<file path="src/rtl/uart_cmd_seq.sv">
// UART command sequencer: assembles 3-byte commands from the receiver and
// queues response bytes (one in flight, one pending) to the transmitter.
module uart_cmd_seq #(
    parameter logic [15:0] TIMEOUT_CYC = 16'd50000
) (
    input  logic        clk,
    input  logic        rst_n,
    input  logic        rx_rdy,
    input  logic [7:0]  rx_data,
    output logic        clr_rx_rdy,
    output logic [23:0] cmd,
    output logic        cmd_rdy,
    input  logic        clr_cmd_rdy,
    input  logic        resp_req,
    input  logic [7:0]  resp,
    output logic        trmt,
    output logic [7:0]  tx_data,
    input  logic        tx_done,
    output logic        resp_sent,
    output logic        frame_err,
    output logic        resp_drop
);

    typedef enum logic [1:0] {B0, B1, B2, HOLD} rx_state_t;
    typedef enum logic {TIDLE, TBUSY} tx_state_t;

    rx_state_t   rx_state;
    tx_state_t   tx_state;
    logic [15:0] tmo_cnt;
    logic        tmo_hit;
    logic        pend_vld;
    logic [7:0]  pend_data;

    // NOTE: combinational on purpose so the receiver sees the consume in the
    // same cycle the byte is captured; a registered version would double-read.
    assign clr_rx_rdy = rx_rdy && (rx_state != HOLD);
    assign tmo_hit    = (tmo_cnt == TIMEOUT_CYC - 16'd1);

    always_ff @(posedge clk or negedge rst_n) begin
        if (!rst_n) begin
            rx_state  <= B0;
            cmd       <= 24'h0;
            cmd_rdy   <= 1'b0;
            tmo_cnt   <= 16'h0;
            frame_err <= 1'b0;
        end else begin
            // NOTE: pulse outputs default low every cycle, so each assignment
            // below lasts exactly one clock.
            frame_err <= 1'b0;
            case (rx_state)
                B0: begin
                    tmo_cnt <= 16'h0;
                    if (rx_rdy) begin
                        cmd[23:16] <= rx_data;
                        rx_state   <= B1;
                    end
                end
                B1, B2: begin
                    // A byte arriving on the timeout cycle wins over the timeout.
                    if (rx_rdy) begin
                        tmo_cnt <= 16'h0;
                        if (rx_state == B1) begin
                            cmd[15:8] <= rx_data;
                            rx_state  <= B2;
                        end else begin
                            cmd[7:0] <= rx_data;
                            cmd_rdy  <= 1'b1;
                            rx_state <= HOLD;
                        end
                    end else if (tmo_hit) begin
                        frame_err <= 1'b1;
                        tmo_cnt   <= 16'h0;
                        rx_state  <= B0;
                    end else begin
                        tmo_cnt <= tmo_cnt + 16'd1;
                    end
                end
                HOLD: begin
                    tmo_cnt <= 16'h0;
                    if (clr_cmd_rdy) begin
                        cmd_rdy  <= 1'b0;
                        rx_state <= B0;
                    end
                end
                default: rx_state <= B0;
            endcase
        end
    end

    always_ff @(posedge clk or negedge rst_n) begin
        if (!rst_n) begin
            tx_state  <= TIDLE;
            tx_data   <= 8'h0;
            pend_vld  <= 1'b0;
            pend_data <= 8'h0;
            trmt      <= 1'b0;
            resp_sent <= 1'b0;
            resp_drop <= 1'b0;
        end else begin
            trmt      <= 1'b0;
            resp_sent <= 1'b0;
            resp_drop <= 1'b0;
            case (tx_state)
                TIDLE: begin
                    if (resp_req) begin
                        tx_data  <= resp;
                        trmt     <= 1'b1;
                        tx_state <= TBUSY;
                    end
                end
                TBUSY: begin
                    if (tx_done) begin
                        resp_sent <= 1'b1;
                        if (pend_vld) begin
                            // Launching the pending byte frees the buffer for
                            // a request arriving in this same cycle.
                            tx_data  <= pend_data;
                            trmt     <= 1'b1;
                            pend_vld <= resp_req;
                            if (resp_req) pend_data <= resp;
                        end else if (resp_req) begin
                            tx_data <= resp;
                            trmt    <= 1'b1;
                        end else begin
                            tx_state <= TIDLE;
                        end
                    end else if (resp_req) begin
                        if (!pend_vld) begin
                            pend_data <= resp;
                            pend_vld  <= 1'b1;
                        end else begin
                            resp_drop <= 1'b1;
                        end
                    end
                end
                default: tx_state <= TIDLE;
            endcase
        end
    end

endmodule

</file>
<file path="config.mk">
export PLATFORM = sky130hd
export DESIGN_NAME = uart_cmd_seq
export DESIGN_NICKNAME = d
export VERILOG_FILES = /design/src/rtl/uart_cmd_seq.sv
export SDC_FILE = /design/constraint.sdc
export NUM_CORES = 1
export LEC_CHECK = 0
export CAP_MARGIN = 25
export CORE_MARGIN = 5
export CORE_UTILIZATION = 54
export CTS_CLUSTER_DIAMETER = 60
export DETAILED_ROUTE_END_ITERATION = 12
export PLACE_DENSITY = 0.9
export SYNTH_ARGS = -nofsm -noshare
export SYNTH_HDL_FRONTEND = slang
export SYNTH_SLANG_ARGS = --single-unit
</file>
<file path="constraint.sdc">
create_clock -name clk -period 2.7 [get_ports clk]
set_input_delay 0.405 -clock clk [delete_from_list [all_inputs] [get_ports clk]]
set_output_delay 0.405 -clock clk [all_outputs]
set_load 0.01 [all_outputs]
</file>
==> results.ini, run 1 <==
[die]
rows=25
initial_utilization_pct=56.73
dieArea_um2=6583
core_um2=4817
chipWidth_um=81.14
die_h_um=81.14
pin_count=60

[layout]
final_util_pct=75.12
stdcell_count=367
design_area_um2=3618
syn2layout_area_growth_pct=32.42
drive_gt1_share_pct=18.33
diodes=0
num-nets-final=321
fillerInstances=339

[global_route]
grt.overflow.total=0
antenna_found_initial=0
grt_max_degree=35
grt_pass1_wl_um=9763
grt_pass1_vias=2040
grt_usage_pct=19.90

[critical_path]
path_class=in -> out
slowest_delay_ns=0.59
path_cells=clkdlybuf4s50_1 > nor2b_1 > clkdlybuf4s50_1
arrival_ns=1.70
cp.required_ns=2.30
cp_slowest_cell=clkdlybuf4s50_1
crit_top_cell=clkdlybuf4s50_1
start_kind=input pin
cp_max_fo=8
cp-end-kind=output pin

[clocking]
postCtsHoldBufs=0
max-clock-path-buffers=2
postCtsSetupRepairBufs=0
numCtsBuffers=9
cts_root_buffer=clkbuf_8
clk_latency_ns=0.33
cts_resized=0
cts_tree=yes
clk_pin_slew_ns=0.07
clkSinkCount=65
htree_num_levels=3

[power]
powerDensity_nw_per_um2=996.6
ir_worst_vdd_mv=0.7697
leakage_nw=1.515

[timing]
fin_crit_sh_pct=78.13
timing.setup.tns_ns=0
rsz0062_at_grt=false
max_freq_mhz=474.0
fin_skew_ns=0.006457
hold_viol=0
whs_ns=0.1338
finalCriticalPeriod_ns=2.110
slew_headroom_pct=50.54
setup_viol=0
slew_viol_final=0
tightest_slew_ns=0.7420

[outcome]
outcome=finished, final reports clean

[placement]
gp_congestion=0.8846
hpwl_um=4090
postPlaceCellArea_um2=3411
dp.cells=351
port_buffers=59

[drt]
avgRoutedWirePerCell_um=15.82
via_per_inst=5.327
first_pass_iters=4
via_count=1955
wirelength_um=5806
drc=0
drt_iter0_markers=62
ant_nets=0

[synthesis]
ys_types=34
ys_ff_latch=65
async_reset_ff_share_pct=100.0
yosysSeqAreaShare_pct=59.52
yosysWarnings=0
syn_area_per_cell_um2=12.04
syn_inst=227
synth_area_um2=2733
synth_edf_count=0
synth_flop_cell=dfrtp_1
synthesis.nets=253

[worst_hold_path]
hp-class=in -> async

[flow_run]
cap_violations=0

[metal layers]
layer | global-route usage (%) | up-vias | part of all wire [%]
met3 | 7.317 | 9 | 4.3
met2 | 33.00 | 44 | 53
met5 | 0 | - | 0
li1 | - | 927 | -
met1 | 23.84 | 975 | 41
met4 | 7.095 | 0 | 1.3
[where the power goes]
| part | internal (mW) | total, mW | switching (mW) |
|---|---|---|---|
| registers | 1.27 | 1.44 | 0.168 |
| clock network | 0.502 | 0.842 | 0.340 |
| logic | 0.759 | 1.32 | 0.564 |
| total | 2.53 | 3.61 | 1.07 |
[through the flow]
step           power, mW  setup WS [ns]
4_1_cts            3.645         0.5717
5_1_grt            3.832         0.4941
6_report           3.606         0.5904
2_1_floorplan      2.087          1.024
3_5_place_dp       2.782         0.5736
3_3_place_gp       2.724         0.5980
[cell usage after synthesis, types with 3 or more instances]
| master | number | area [µm²] |
|---|---|---|
| dfrtp_1 | 65 | 1627 |
| xor2_1 | 3 | 26.28 |
| nand2_1 | 10 | 37.54 |
| nand3_1 | 6 | 30.03 |
| ha_1 | 4 | 50.05 |
| xnor2_1 | 9 | 78.83 |
| mux2_2 | 33 | 371.6 |
| a21oi_1 | 4 | 20.02 |
| nor2b_1 | 4 | 25.02 |
| nand4_1 | 4 | 25.02 |
| o21ai_0 | 6 | 30.03 |
| inv_1 | 8 | 30.03 |
| clkbuf_1 | 3 | 11.26 |
| nor3_1 | 4 | 20.02 |
| nor2_1 | 34 | 127.6 |
| o22ai_1 | 8 | 50.05 |
[flip-flops by register name (all words and copies together), names as in the netlist]
register,cells
pend_data,8
pend_vld,1
trmt,1
resp_drop,1
cmd_rdy,1
frame_err,1
resp_sent,1
rx_state,2
tmo_cnt,16
tx_data,8
cmd,24
tx_state,1
[kinds of logic (layout without fill, tap and decap cells)]
group / Yosys count / in the layout / synth area share [%]
AO/OA/AOI/OAI: 22 / 22 / 4.716
XOR/XNOR: 12 / 12 / 3.846
adder cells (fa/ha/maj): 4 / 4 / 1.832
buffers and inverters: 11 / 84 / 1.511
flip-flops: 65 / 65 / 59.52
multiplexers: 33 / 33 / 13.60
AND/OR/NAND/NOR: 80 / 80 / 14.97
[cell type report]
class                   instances  area, µm²  area share (%)
well taps                      67      83.83           2.317
inverters                       8      30.03          0.8299
flip-flops and latches         65       1627           44.95
clock inverters                 2      35.03          0.9682
multi-input cells             151       1065           29.43
repair buffers                 60      605.6           16.74
clock buffers                  14      172.7           4.772
[final timing paths]
check | slack (ns) | depth (start not counted) | startpoint | endpoint
setup / recovery | 0.59 | 3 | rx_rdy | clr_rx_rdy
hold reg to reg | 0.50 | 1 | tmo_cnt[0] | tmo_cnt[0]
min in group clk | 0.50 | 1 | tmo_cnt[0] | tmo_cnt[0]
max in group asynchronous | 1.94 | 2 | rst_n | cmd[17]
setup reg to reg | 0.75 | 5 | rx_state[0] | rx_state[0]
hold / removal | 0.13 | 1 | rst_n | tmo_cnt[15]
[layout by cell type, fill, tap and decap left out, drive strengths merged, types with 5 or more instances in the layout]
cell type / n
dfrtp: 65
clkdlybuf4s50: 58
nor2: 34
mux2: 33
clkbuf: 14
nand2: 10
xnor2: 9
inv: 8
o22ai: 8
o21ai: 7
nand3: 6
nor3: 5
nand4: 5
[worst max-delay path, delay by kind of cell]
kind	cells	cell delay, ns
buf+inv	2	1.13
simple gates	1	0.17
No activity file was read; power rests on OpenSTA's default activity.
==> run 2, diff against run 1 <==
--- a/config.mk
+++ b/config.mk
@@ -7,10 +7,10 @@
 export LEC_CHECK = 0
 export CAP_MARGIN = 25
 export CORE_MARGIN = 5
-export CORE_UTILIZATION = 54
+export CORE_UTILIZATION = 50
 export CTS_CLUSTER_DIAMETER = 60
 export DETAILED_ROUTE_END_ITERATION = 12
-export PLACE_DENSITY = 0.9
+export PLACE_DENSITY = 0.84
 export SYNTH_ARGS = -nofsm -noshare
 export SYNTH_HDL_FRONTEND = slang
 export SYNTH_SLANG_ARGS = --single-unit
==> constraint.sdc (replaced) <==
create_clock -name clk -period 2.1 [get_ports clk]
set_input_delay 0.315 -clock clk [delete_from_list [all_inputs] [get_ports clk]]
set_output_delay 0.315 -clock clk [all_outputs]
set_load 0.01 [all_outputs]
==> run 2 against run 1 <==
Worst hold slack improved by 0.36 ns. Setup slack lost 0.27 ns. Via count shrank 0.92%. Power increased by 31%. Sequential power is 28% higher. Final cell count up 2.5%. Largest power group unchanged. Flip-flop and latch count unchanged. Sequential share of layout area decreased by 0.72 points. Critical path depth rose by 1. Global-route usage shrank 2.2 points.
==> results.ini, run 2 (synthesis results as in run 1) <==
[critical_path]
cp_max_fo=5
path_class=reg -> reg
arrival_ns=2.02
critPathBufInv=0
path_cells=nor4bb_1 > nand4_1 > a21oi_1 > mux2_2
cp.required_ns=2.33
slowest_delay_ns=0.44
cpLargestDelayFamily=simple AND/OR/NAND/NOR gates
start_kind=flip-flop
cp-end-kind=flip-flop
cp_slowest_cell=dfrtp_1

[drt]
ant_nets=0
drt_iter0_markers=57
avgRoutedWirePerCell_um=15.36
via_count=1937
drc=0
first_pass_iters=4
wirelength_um=5776
via_per_inst=5.152

[timing]
rsz0062_at_grt=false
tightest_slew_ns=0.5677
fin_skew_ns=0.007797
setup_viol=0
max_freq_mhz=560.9
fin_crit_sh_pct=84.90
slew_viol_final=0
setup_slack_ns=0.3171
slew_headroom_pct=62.15
timing.setup.tns_ns=0
hold_viol=0
finalCriticalPeriod_ns=1.783

[global_route]
grt_pass1_vias=2017
grt_pass1_wl_um=9791
grt_max_degree=44
grt.overflow.total=0
antenna_found_initial=0
grt_usage_pct=17.68

[outcome]
outcome=finished, final reports clean

[power]
ir_worst_vdd_mv=0.7868
pwr-share-seq_pct=39.2
p_switching_mw=1.419
pwr-share-comb_pct=36.1
leakage_nw=1.547
powerDensity_nw_per_um2=1282
p_clk_share_pct=24.6
total_power_mw=4.716
p_sw_share_pct=30.10
internal_power_mw=3.296

[clocking]
cts_root_buffer=clkbuf_8
numCtsBuffers=9
max-clock-path-buffers=2
clk_pin_slew_ns=0.08
cts_tree=yes
clk_latency_ns=0.35
postCtsSetupRepairBufs=0
htree_num_levels=3
clkSinkCount=65

[layout]
largest_register_ff_count=24
syn2layout_area_growth_pct=34.57
final_util_pct=68.03
drive_gt1_share_pct=19.74
diodes=0
regMostFlops=cmd
layout_common_cells=dfrtp_1 (65), clkdlybuf4s50_1 (57), nor2_1 (34)
num-nets-final=326
largestRegisters=cmd x24, tmo_cnt x16
design_area_um2=3677
layout_commonest_cell=dfrtp_1

[worst_hold_path]
hp-class=in -> async

[die]
pin_count=60
core_um2=5405
dieArea_um2=7043
chipWidth_um=83.93
initial_utilization_pct=50.56
die_h_um=83.93
rows=27

[flow_run]
cap_violations=0

[placement]
preCtsSetupSlack_ns=0.1671
gp_congestion=0.9146
postPlaceCellArea_um2=3447
port_buffers=59
hpwl_um=3927

run 2: changes by cell type in the layout (fill, tap and decap cells not counted), moves of 2 or more:
| cell | change |
|---|---|
| buf_4 | +4 |
| clkbuf_1 | -2 |
| clkbuf_8 | -3 |
| clkinv_4 | +3 |
run 2: per-layer routing:
| metal | GRT usage [%] | vias up | share of wire (%) |
|---|---|---|---|
| li1 | - | 935 | - |
| met1 | 22.03 | 956 | 44 |
| met2 | 28.85 | 38 | 50 |
| met3 | 6.417 | 8 | 5.3 |
| met4 | 5.263 | 0 | 1.2 |
| met5 | 0 | - | 0 |
run 2: final timing paths:
check / startpoint / end / slack [ns] / cells after the start
max reg2reg: tmo_cnt[5] / rx_state[0] / 0.32 / 4
min: rst_n / cmd[11] / 0.49 / 2
min reg2reg: tmo_cnt[0] / tmo_cnt[0] / 0.51 / 1
min in group clk: tmo_cnt[0] / tmo_cnt[0] / 0.51 / 1
max: tmo_cnt[5] / rx_state[0] / 0.32 / 4
max in group asynchronous: rst_n / tmo_cnt[6] / 0.99 / 3
run 2: repair_timing:
action / 4_1_cts / 5_1_grt
gates resized for setup: 0 / 1
hold endpoints to repair: 22 / 0
endpoints found under the setup margin: 0 / 1
hold buffers: 1 / 0
run 2: power groups by stage:
| stage | Combinational, mW | Sequential, mW | Clock (mW) |
|---|---|---|---|
| floorplan | 0.700 | 1.98 | 0 |
| global placement | 1.67 | 1.85 | 0 |
| detailed placement | 1.71 | 1.87 | 0 |
| CTS | 1.73 | 1.85 | 1.18 |
| global route | 1.85 | 1.91 | 1.24 |
| finish | 1.70 | 1.85 | 1.16 |
run 2: final cells by class:
type / count / area, µm²
tap: 72 / 90.09
inverter: 8 / 30.03
clock inverter: 6 / 93.84
sequential: 65 / 1627
clock buffer: 9 / 123.9
fill: 418 / 1728
timing repair buffer: 65 / 648.1
multi-input combinational: 151 / 1065
run 2: through the flow:
step	hold slack [ns]	instances
finish	0.4948	376
global route	0.5310	376
CTS	0.5104	376
detailed placement	0.3367	360
global placement	0.3283	360
floorplan	0.01941	227
==> run 3, diff against run 2 <==
--- a/config.mk
+++ b/config.mk
@@ -7,10 +7,10 @@
 export LEC_CHECK = 0
 export CAP_MARGIN = 25
 export CORE_MARGIN = 5
-export CORE_UTILIZATION = 50
+export CORE_UTILIZATION = 45
 export CTS_CLUSTER_DIAMETER = 60
 export DETAILED_ROUTE_END_ITERATION = 12
-export PLACE_DENSITY = 0.84
+export PLACE_DENSITY = 0.8
 export SYNTH_ARGS = -nofsm -noshare
 export SYNTH_HDL_FRONTEND = slang
 export SYNTH_SLANG_ARGS = --single-unit
==> constraint.sdc (replaced) <==
create_clock -name clk -period 1.5 [get_ports clk]
set_input_delay 0.225 -clock clk [delete_from_list [all_inputs] [get_ports clk]]
set_output_delay 0.225 -clock clk [all_outputs]
set_load 0.01 [all_outputs]
==> run 3 against run 2 <==
The run now ends with negative setup slack left. Setup slack got worse by 0.52 ns. Via count increased by 14%. Final cell count increased by 12%. Flip-flop and latch count unchanged. Combinational power increased by 94%. Utilization increased by 4.9 points. Routed wire length increased by 30%. Die area increased by 9.8%. Largest power group is now combinational cells.
==> results.ini, run 3 (synthesis results as in run 1) <==
[die]
rows=28
chipWidth_um=87.93
dieArea_um2=7731
initial_utilization_pct=46.15
die_h_um=87.93
core_um2=5921
pin_count=60

[drt]
wirelength_um=7513
first_pass_iters=4
ant_nets=0
via_per_inst=5.255
avgRoutedWirePerCell_um=17.89
via_count=2207
drt_iter0_markers=142
drc=0

[layout]
diodes=0
largestRegisters=cmd x24, tmo_cnt x16
layout_common_cells=dfrtp_1 (65), clkdlybuf4s50_1 (35), buf_4 (34)
stdcell_count=420
design_area_um2=4317
layout_commonest_cell=dfrtp_1
fillerInstances=379
multi_input_area_um2=1284
largest_register_ff_count=24
syn2layout_area_growth_pct=57.97
regArea_um2=1627
final_util_pct=72.91
regMostFlops=cmd
drive_gt1_share_pct=37.68
num-nets-final=366

[power]
p_switching_mw=2.378
pwr-share-seq_pct=34.6
p_clk_share_pct=21.8
total_power_mw=7.536
internal_power_mw=5.158
pwr-share-comb_pct=43.6
leakage_nw=1.993
ir_worst_vdd_mv=1.240
p_sw_share_pct=31.56
powerDensity_nw_per_um2=1746

[placement]
hpwl_um=4245
port_buffers=59
postPlaceCellArea_um2=3727
dp.cells=394
preCtsSetupSlack_ns=-0.2659
gp_congestion=0.8121

[timing]
whs_ns=0.4189
timing.setup.tns_ns=-3.142
setup_viol=27
fin_skew_ns=0.01233
tightest_slew_ns=0.4046
slew_headroom_pct=73.00
max_freq_mhz=588.1
finalCriticalPeriod_ns=1.700
hold_viol=0
setup_slack_ns=-0.2003
fin_crit_sh_pct=113.4
rsz0062_at_grt=true
slew_viol_final=0

[global_route]
grt_pass1_vias=2247
grt_pass1_wl_um=10920
antenna_found_initial=0
grt_max_degree=66
grt_usage_pct=18.46
grt.overflow.total=0

[critical_path]
path_class=reg -> reg
slowest_delay_ns=0.43
critPathBufInv=0
cp_max_fo=5
reg2reg_slack_ns=-0.20
path_cells=nor4bb_1 > nand4_1 > a21oi_2 > mux2_4
cpLargestDelayFamily=simple AND/OR/NAND/NOR gates
cp.required_ns=1.73
start_kind=flip-flop
cp-end-kind=flip-flop
cp_slowest_cell=dfrtp_1
r2r_end=rx_state[0]
arrival_ns=1.93
rr_worst_depth=4
worstReg2RegStart=tmo_cnt[4]

[flow_run]
cap_violations=0

[clocking]
htree_num_levels=3
clk_latency_ns=0.34
cts_tree=yes
clk_pin_slew_ns=0.08
clkSinkCount=65
numCtsBuffers=9
max-clock-path-buffers=2
cts_root_buffer=clkbuf_8

[outcome]
violations=negative setup slack
outcome=finished, violations left

[worst_hold_path]
hp-class=in -> async

run 3: changes by cell type in the layout (fill, tap and decap cells not counted), sizes merged, moves of 2 or more:
cell           previous run  this run
buf                       6        46
clkdlybuf4s50            57        35
clkinv                    3         0
clkinvlp                  1         3
dlygate4sd2               0         3
dlymetal6s2s              1        19
run 3: repair_timing:
item,4_1_cts,5_1_grt
gates cloned,1,0
pin swaps,5,17
gates resized for setup,24,64
hold buffers,1,0
setup buffers,4,6
hold endpoints to repair,65,0
endpoints found under the setup margin,23,54
run 3: area by class of cell:
cell class                 count  share of cell area, %
sequential                    65                  37.68
multi-input combinational    151                  29.74
timing repair buffer         105                  24.64
clock buffer                  10                  2.957
tap                           75                  2.174
clock inverter                 6                  2.116
inverter                       8                 0.6957
run 3: worst max path at each step:
stage,cells past startpoint,slack [ns],end,startpoint
after global routing,5,-0.21,tmo_cnt[15],tmo_cnt[12]
after floorplan,5,-0.07,rx_state[0],rx_state[0]
final,4,-0.20,rx_state[0],tmo_cnt[4]
after detailed placement,6,-0.27,tx_data[5],tx_done
after global placement,6,-0.21,tx_data[2],tx_done
after CTS,5,-0.06,rx_state[0],tmo_cnt[1]
run 3: power by group through the flow:
| stage | clock network, mW | registers, mW | logic [mW] |
|---|---|---|---|
| floorplan | 0 | 2.78 | 0.994 |
| global placement | 0 | 2.59 | 2.67 |
| detailed placement | 0 | 2.60 | 2.74 |
| CTS | 1.66 | 2.58 | 3.03 |
| global route | 1.76 | 2.66 | 3.51 |
| finish | 1.65 | 2.60 | 3.29 |
run 3: tightest hold or removal path, cell delays in order:
cell	delay, ns
dlygate4sd3_1	0.53
buf_2	0.12
buf_12	0.27
run 3: routing by layer:
layer	global-route usage (%)	part of all wire (%)	vias up
li1	-	-	1022
met1	23.78	43	1102
met2	29.66	49	65
met3	6.397	5.2	18
met4	5.300	2.8	0
met5	0	0	-
